===== src/rtl/spi_slave_if.sv =====
// rtl/spi_slave_if.sv - SPI slave local-controller and serial-line signal bundle
interface spi_slave_if #(
    parameter int DATA_WIDTH = 8
);
    logic [DATA_WIDTH-1:0] slaveDataToSend;
    logic                  txLoad;
    logic                  txReady;
    logic [DATA_WIDTH-1:0] slaveDataReceived;
    logic                  rxValid;
    logic                  frameError;
    logic                  busy;
    logic                  SCLK;
    logic                  CS;
    logic                  MOSI;
    logic                  MISO;

    modport slave (
        input  slaveDataToSend, txLoad, SCLK, CS, MOSI,
        output txReady, slaveDataReceived, rxValid, frameError, busy, MISO
    );

    modport master (
        output slaveDataToSend, txLoad, SCLK, CS, MOSI,
        input  txReady, slaveDataReceived, rxValid, frameError, busy, MISO
    );
endinterface


===== src/rtl/spi_slave.sv =====
// rtl/spi_slave.sv - oversampling SPI slave, LSB first, sample on SCLK fall
module spi_slave #(
    parameter int DATA_WIDTH  = 8,
    parameter int SYNC_STAGES = 2
) (
    input  logic        clk,
    input  logic        reset,
    spi_slave_if.slave  bus
);
    localparam int CW = $clog2(DATA_WIDTH + 1);

    typedef enum logic {IDLE, ACTIVE} state_t;

    logic [SYNC_STAGES-1:0] sclk_sync_q, cs_sync_q, mosi_sync_q;
    logic                   sclk_prev_q, cs_prev_q;
    logic                   sclk_s, cs_s, mosi_s;
    logic                   sclk_fall, cs_fall, cs_rise;

    state_t                 state_q, state_d;
    logic [CW-1:0]          cnt_q, cnt_d;
    logic [DATA_WIDTH-1:0]  rx_q, rx_d;
    logic [DATA_WIDTH-1:0]  tx_q, tx_d;
    logic [DATA_WIDTH-1:0]  tx_hold_q, tx_hold_d;
    logic                   tx_full_q, tx_full_d;
    logic [DATA_WIDTH-1:0]  rx_word_q, rx_word_d;
    logic                   rx_valid_q, rx_valid_d;
    logic                   frame_err_q, frame_err_d;
    logic                   miso_q, miso_d;

    logic [DATA_WIDTH-1:0]  load_word, rx_shift, tx_shift;
    logic                   consume, accept;

    // Idle levels in reset so that releasing reset never looks like an edge.
    always_ff @(posedge clk or negedge reset) begin
        if (!reset) begin
            sclk_sync_q <= '0;
            cs_sync_q   <= '1;
            mosi_sync_q <= '0;
            sclk_prev_q <= 1'b0;
            cs_prev_q   <= 1'b1;
        end else begin
            sclk_sync_q <= {sclk_sync_q[SYNC_STAGES-2:0], bus.SCLK};
            cs_sync_q   <= {cs_sync_q[SYNC_STAGES-2:0], bus.CS};
            mosi_sync_q <= {mosi_sync_q[SYNC_STAGES-2:0], bus.MOSI};
            sclk_prev_q <= sclk_s;
            cs_prev_q   <= cs_s;
        end
    end

    assign sclk_s    = sclk_sync_q[SYNC_STAGES-1];
    assign cs_s      = cs_sync_q[SYNC_STAGES-1];
    assign mosi_s    = mosi_sync_q[SYNC_STAGES-1];
    assign sclk_fall = sclk_prev_q & ~sclk_s;
    assign cs_fall   = cs_prev_q & ~cs_s;
    assign cs_rise   = ~cs_prev_q & cs_s;

    assign load_word = tx_full_q ? tx_hold_q : '0;
    assign rx_shift  = {mosi_s, rx_q[DATA_WIDTH-1:1]};
    assign tx_shift  = tx_q >> 1;
    assign accept    = bus.txLoad & ~tx_full_q;

    always_ff @(posedge clk or negedge reset) begin
        if (!reset) begin
            state_q     <= IDLE;
            cnt_q       <= '0;
            rx_q        <= '0;
            tx_q        <= '0;
            tx_hold_q   <= '0;
            tx_full_q   <= 1'b0;
            rx_word_q   <= '0;
            rx_valid_q  <= 1'b0;
            frame_err_q <= 1'b0;
            miso_q      <= 1'b0;
        end else begin
            state_q     <= state_d;
            cnt_q       <= cnt_d;
            rx_q        <= rx_d;
            tx_q        <= tx_d;
            tx_hold_q   <= tx_hold_d;
            tx_full_q   <= tx_full_d;
            rx_word_q   <= rx_word_d;
            rx_valid_q  <= rx_valid_d;
            frame_err_q <= frame_err_d;
            miso_q      <= miso_d;
        end
    end

    always_comb begin
        state_d     = state_q;
        cnt_d       = cnt_q;
        rx_d        = rx_q;
        tx_d        = tx_q;
        rx_word_d   = rx_word_q;
        rx_valid_d  = 1'b0;
        frame_err_d = 1'b0;
        miso_d      = miso_q;
        consume     = 1'b0;

        case (state_q)
            IDLE: begin
                if (cs_fall) begin
                    tx_d    = load_word;
                    miso_d  = load_word[0];
                    cnt_d   = '0;
                    consume = 1'b1;
                    state_d = ACTIVE;
                end
            end
            ACTIVE: begin
                // Shift before looking at CS so a frame finishing as CS rises still counts.
                if (sclk_fall) begin
                    rx_d   = rx_shift;
                    tx_d   = tx_shift;
                    miso_d = tx_shift[0];
                    if (cnt_q == CW'(DATA_WIDTH - 1)) begin
                        rx_word_d  = rx_shift;
                        rx_valid_d = 1'b1;
                        cnt_d      = '0;
                        if (!cs_s) begin
                            tx_d    = load_word;
                            miso_d  = load_word[0];
                            consume = 1'b1;
                        end
                    end else begin
                        cnt_d = cnt_q + CW'(1);
                    end
                end
                if (cs_rise) begin
                    frame_err_d = (cnt_d != '0);
                    cnt_d       = '0;
                    miso_d      = 1'b0;
                    state_d     = IDLE;
                end
            end
            default: state_d = IDLE;
        endcase

        // A frame start empties the holder first; a same-cycle load is only taken if it was empty.
        tx_full_d = (tx_full_q & ~consume) | accept;
        tx_hold_d = accept ? bus.slaveDataToSend : tx_hold_q;
    end

    assign bus.txReady           = ~tx_full_q;
    assign bus.slaveDataReceived = rx_word_q;
    assign bus.rxValid           = rx_valid_q;
    assign bus.frameError        = frame_err_q;
    assign bus.busy              = (state_q == ACTIVE);
    assign bus.MISO              = miso_q;
endmodule


===== src/flat_wrapper.sv =====
// flat-port wrapper written by rule: the top's interface ports become plain ports
module spi_slave_flat 
#(
    parameter int DATA_WIDTH  = 8,
    parameter int SYNC_STAGES = 2
)
  (clk, reset, bus_slaveDataToSend, bus_txLoad, bus_SCLK, bus_CS, bus_MOSI, bus_txReady, bus_slaveDataReceived, bus_rxValid, bus_frameError, bus_busy, bus_MISO);
  spi_slave_if #(.DATA_WIDTH(DATA_WIDTH)) bus_i ();
  input  logic clk;
  input  logic reset;
  input wire logic [$bits(bus_i.slaveDataToSend)-1:0] bus_slaveDataToSend;
  input wire logic [$bits(bus_i.txLoad)-1:0] bus_txLoad;
  input wire logic [$bits(bus_i.SCLK)-1:0] bus_SCLK;
  input wire logic [$bits(bus_i.CS)-1:0] bus_CS;
  input wire logic [$bits(bus_i.MOSI)-1:0] bus_MOSI;
  output wire logic [$bits(bus_i.txReady)-1:0] bus_txReady;
  output wire logic [$bits(bus_i.slaveDataReceived)-1:0] bus_slaveDataReceived;
  output wire logic [$bits(bus_i.rxValid)-1:0] bus_rxValid;
  output wire logic [$bits(bus_i.frameError)-1:0] bus_frameError;
  output wire logic [$bits(bus_i.busy)-1:0] bus_busy;
  output wire logic [$bits(bus_i.MISO)-1:0] bus_MISO;
  assign bus_i.slaveDataToSend = bus_slaveDataToSend;
  assign bus_i.txLoad = bus_txLoad;
  assign bus_i.SCLK = bus_SCLK;
  assign bus_i.CS = bus_CS;
  assign bus_i.MOSI = bus_MOSI;
  assign bus_txReady = bus_i.txReady;
  assign bus_slaveDataReceived = bus_i.slaveDataReceived;
  assign bus_rxValid = bus_i.rxValid;
  assign bus_frameError = bus_i.frameError;
  assign bus_busy = bus_i.busy;
  assign bus_MISO = bus_i.MISO;
  spi_slave #(.DATA_WIDTH(DATA_WIDTH), .SYNC_STAGES(SYNC_STAGES)) u_core (.clk(clk), .reset(reset), .bus(bus_i));
endmodule

===== config.mk =====
export PLATFORM = sky130hd
export DESIGN_NAME = spi_slave_flat
export DESIGN_NICKNAME = d
export VERILOG_FILES = /design/src/rtl/spi_slave_if.sv /design/src/rtl/spi_slave.sv /design/src/flat_wrapper.sv
export SDC_FILE = /design/constraint.sdc
export NUM_CORES = 1
export LEC_CHECK = 0
export CAP_MARGIN = 20
export CORE_MARGIN = 5
export CORE_UTILIZATION = 25
export CTS_BUF_LIST = sky130_fd_sc_hd__clkbuf_2 sky130_fd_sc_hd__clkbuf_4 sky130_fd_sc_hd__clkbuf_8
export DETAILED_ROUTE_END_ITERATION = 7
export PLACE_DENSITY = 0.55
export SLEW_MARGIN = 30
export SYNTH_ARGS = -nofsm -noshare
export SYNTH_HDL_FRONTEND = slang
export SYNTH_SLANG_ARGS = --single-unit

===== constraint.sdc =====
create_clock -name clk -period 1.7 [get_ports clk]
set_clock_uncertainty 0.1 [all_clocks]
set_input_delay 0.17 -clock clk [delete_from_list [all_inputs] [get_ports clk]]
set_output_delay 0.17 -clock clk [all_outputs]
set_load 0.1 [all_outputs]

==> impl_metrics.tcl <==
set metrics [dict create \
    final-max-slew-violation-count 0 \
    grt_start_max_net_pins 48 \
    groute.usage.overall_pct 7.782 \
    synthArstFlopShare_pct 100.0 \
    synthesis.yosys.warnings 0 \
    cts_num_sinks 47 \
    totalWireLength_mm 3.378 \
    finish.utilization_pct 35.03 \
    worstMarginPinSlew_ns 0.2984 \
    gp_routability_congestion 0.7721 \
    leakage_nw 1.198 \
    mappedNetlistNets 166 \
    detailedRoute.firstIterationViolations 77 \
    fillerInstances 748 \
    drcViolationCount 0 \
    ratio_of_total_power_to_cell_area_nw_per_um2 1132 \
    setup-violations-final 0 \
    time_the_worst_path_needs_with_i_o_delays_and_setup_ns 1.556 \
    vdd_ir_drop_max_uv 512.7 \
    io_buffers 26 \
    cts-root-to-sink-buffers 2 \
    critical_path_class "reg2reg" \
    via_count 1219 \
    post-dp-hpwl_mm 2.466 \
    clk_transition_reported_paths_ns 0.08 \
    setup_repair_after_global_routing_missed_its_margin "no" \
    clock_latency_ns 0.29 \
    syn_area_sq_um 1951 \
    cp.required_ns 1.77 \
    area_delta_synth_final_pct 37.33 \
    vias_in_the_first_global_route 1346 \
    synth.ff_latch_count 47 \
    run_status "finished clean" \
    fin_total_pwr_mw 3.031 \
    ctsRootBufferMaster "sky130_fd_sc_hd__clkbuf_8" \
    final_min_period_over_clock_period_pct 91.51 \
    numCtsBuffers 5 \
    achievable-frequency_mhz 642.8 \
    final.setup.tns_ns 0 \
    dpl.cell_count 285 \
    yosysUniqueCellTypes 34 \
    min-delay-path-class "in2reg" \
    detailedRoute.firstPassIterationCount 4 \
    die-area_sq_um 9669 \
    fin_cells 294 \
    number_of_enable_type_register_cells_in_the_synthesized_netlist 0 \
    netlist_instances 151 \
    grt_pass1_wl_mm 6.147 \
    h-tree-depth 2 \
    synth.top_cell.area_share_pct 56.45 \
    grt_overflow_total 0 \
    postRouteAntennaNets 0 \
    wire_per_inst_um 11.49 \
    final_net_count 206 \
    post_route_cells_drive_above_1_share_pct 26.56 \
    critPathCaptureType "register" \
    effective_utilization_at_floorplan_pct 25.51 \
    final_hold_viol_count 0 \
    yosys_most_used_dff "sky130_fd_sc_hd__dfrtp_1" \
    die_w_um 98.33 \
    timing.slew.headroom_pct 80.11 \
    yosysSeqAreaShare_pct 60.49 \
    avgSynthCellArea_sq_um 12.92 \
    antenna-diode-count 0 \
    area_leader_netlist "sky130_fd_sc_hd__dfrtp_1" \
    cts_setup_buffers 0 \
    crit_path_start_kind "register" \
    die_h_um 98.33 \
    path_max_fanout 9 \
    cts_tree "done" \
    rows 32 \
    ioPinCount 27 \
    avgViaCountPerCell 4.146 \
    cp_data_arrival_time_ns 1.63 \
    antenna_found_initial 0 \
    coreArea_sq_um 7647 \
    cap_violations 0 \
    synth_area_leaders "sky130_fd_sc_hd__dfrtp_1, sky130_fd_sc_hd__mux2_1, sky130_fd_sc_hd__mux2_2" \
]
[sequential cells by signal, indices dropped and copies added, names as in the netlist, 2 cells and up]
signal,cells
u_core.cs_sync_q,2
u_core.rx_q,7
u_core.mosi_sync_q,2
u_core.bus.slaveDataReceived,8
u_core.cnt_q,4
u_core.tx_q,7
u_core.sclk_sync_q,2
u_core.tx_hold_q,8
[routing by layer]
layer  up-vias  part of all wire [%]  global-route usage (%)
met4         0                   2.1                   3.571
met3         6                   3.4                   2.429
met2        18                    48                   12.32
li1        608                     -                       -
met5         -                     0                       0
met1       587                    47                   9.685
[what timing repair did]
action | CTS | global route
resized for setup | 0 | 2
endpoints found under the setup margin | 0 | 4
hold endpoints to repair | 44 | 0
hold buffers | 1 | 0
[through the flow]
step / cell area, sq um / hold slack (ns) / worst slack (ns)
global placement: 2561 / 0.07537 / 0.1147
global route: 2679 / 0.1628 / 0.02589
detailed placement: 2561 / 0.07876 / 0.08117
floorplan: 1954 / -0.2256 / 0.004671
finish: 2679 / 0.1776 / 0.1443
CTS: 2675 / 0.1672 / 0.05789
[report_power, final]
part / internal, mW / switching [mW] / total (mW)
clock: 0.387 / 0.339 / 0.726
sequential: 1.38 / 0.150 / 1.54
combinational: 0.387 / 0.383 / 0.770
total: 2.16 / 0.872 / 3.03
[worst max-delay path, cell delays in order (launching register included)]
cell and delay, ns:
sky130_fd_sc_hd__dfrtp_1 0.42, sky130_fd_sc_hd__inv_1 0.10, sky130_fd_sc_hd__and3_1 0.15, sky130_fd_sc_hd__and3_1 0.21
sky130_fd_sc_hd__buf_12 0.14, sky130_fd_sc_hd__mux2_1 0.32
[cells in the final DEF, fill, tap and decap left out, types with 3 or more instances in the layout]
| master | Yosys | final |
|---|---|---|
| sky130_fd_sc_hd__inv_1 | 3 | 3 |
| sky130_fd_sc_hd__o21ai_1 | 7 | 7 |
| sky130_fd_sc_hd__dfstp_2 | 3 | 3 |
| sky130_fd_sc_hd__mux2_1 | 15 | 15 |
| sky130_fd_sc_hd__dfrtp_1 | 44 | 43 |
| sky130_fd_sc_hd__a21oi_1 | 3 | 3 |
| sky130_fd_sc_hd__and2_1 | 6 | 6 |
| sky130_fd_sc_hd__buf_12 | 0 | 16 |
| sky130_fd_sc_hd__nand2b_1 | 3 | 3 |
| sky130_fd_sc_hd__buf_4 | 1 | 8 |
| sky130_fd_sc_hd__clkdlybuf4s50_1 | 0 | 12 |
| sky130_fd_sc_hd__clkbuf_8 | 0 | 7 |
| sky130_fd_sc_hd__nand2_1 | 16 | 16 |
| sky130_fd_sc_hd__mux2i_1 | 8 | 8 |
| sky130_fd_sc_hd__mux2_2 | 9 | 9 |
[synth_stat cells (all sizes together) (2+ instances only)]
library cell and n:
and3 2, nor2b 2, a211oi 2, inv 3, o21ai 9, buf 4
nand2b 3, nand3b 2, or3 2, mux2i 8, o21a 2, nand2 16
and2 6, o22ai 2, dfstp 3, dfrtp 44, nor2 2, a31oi 2
mux2 24, a21oi 3
[cells by family after synthesis]
| family | Yosys count | synth area share (%) |
|---|---|---|
| simple gates | 39 | 10.78 |
| mux | 32 | 17.96 |
| compound gates | 23 | 7.761 |
| fa+ha+maj | 1 | 0.6413 |
| flops | 47 | 60.49 |
| xor+xnor | 1 | 0.4491 |
| buf+inv | 8 | 1.924 |
[final timing paths]
path / startpoint / to / slack (ns) / cells past startpoint
setup reg to reg: u_core.cnt_q[3]$_DFFE_PN0P_ / u_core.bus.slaveDataReceived[5]$_DFFE_PN0P_ / 0.14 / 5
hold / removal: bus_CS / u_core.cs_sync_q[0]$_DFF_PN1_ / 0.18 / 1
hold reg to reg: u_core.mosi_sync_q[0]$_DFF_PN0_ / u_core.mosi_sync_q[1]$_DFF_PN0_ / 0.25 / 0
max in group asynchronous: reset / u_core.cs_sync_q[0]$_DFF_PN1_ / 0.95 / 3
min in group asynchronous: reset / u_core.tx_q[7]$_DFFE_PN0P_ / 0.29 / 3
setup / recovery: u_core.cnt_q[3]$_DFFE_PN0P_ / u_core.bus.slaveDataReceived[5]$_DFFE_PN0P_ / 0.14 / 5
[layout make-up]
| cell class | instances | area [sq um] | share of cell area [%] |
|---|---|---|---|
| Sequential cell | 47 | 1184 | 44.19 |
| Multi-Input combinational cell | 96 | 737.0 | 27.51 |
| Timing Repair Buffer | 38 | 515.5 | 19.24 |
| Tap cell | 102 | 127.6 | 4.764 |
| Clock buffer | 8 | 103.9 | 3.877 |
| Inverter | 3 | 11.26 | 0.4204 |
Note: power is estimated with default switching activity, not from simulation.
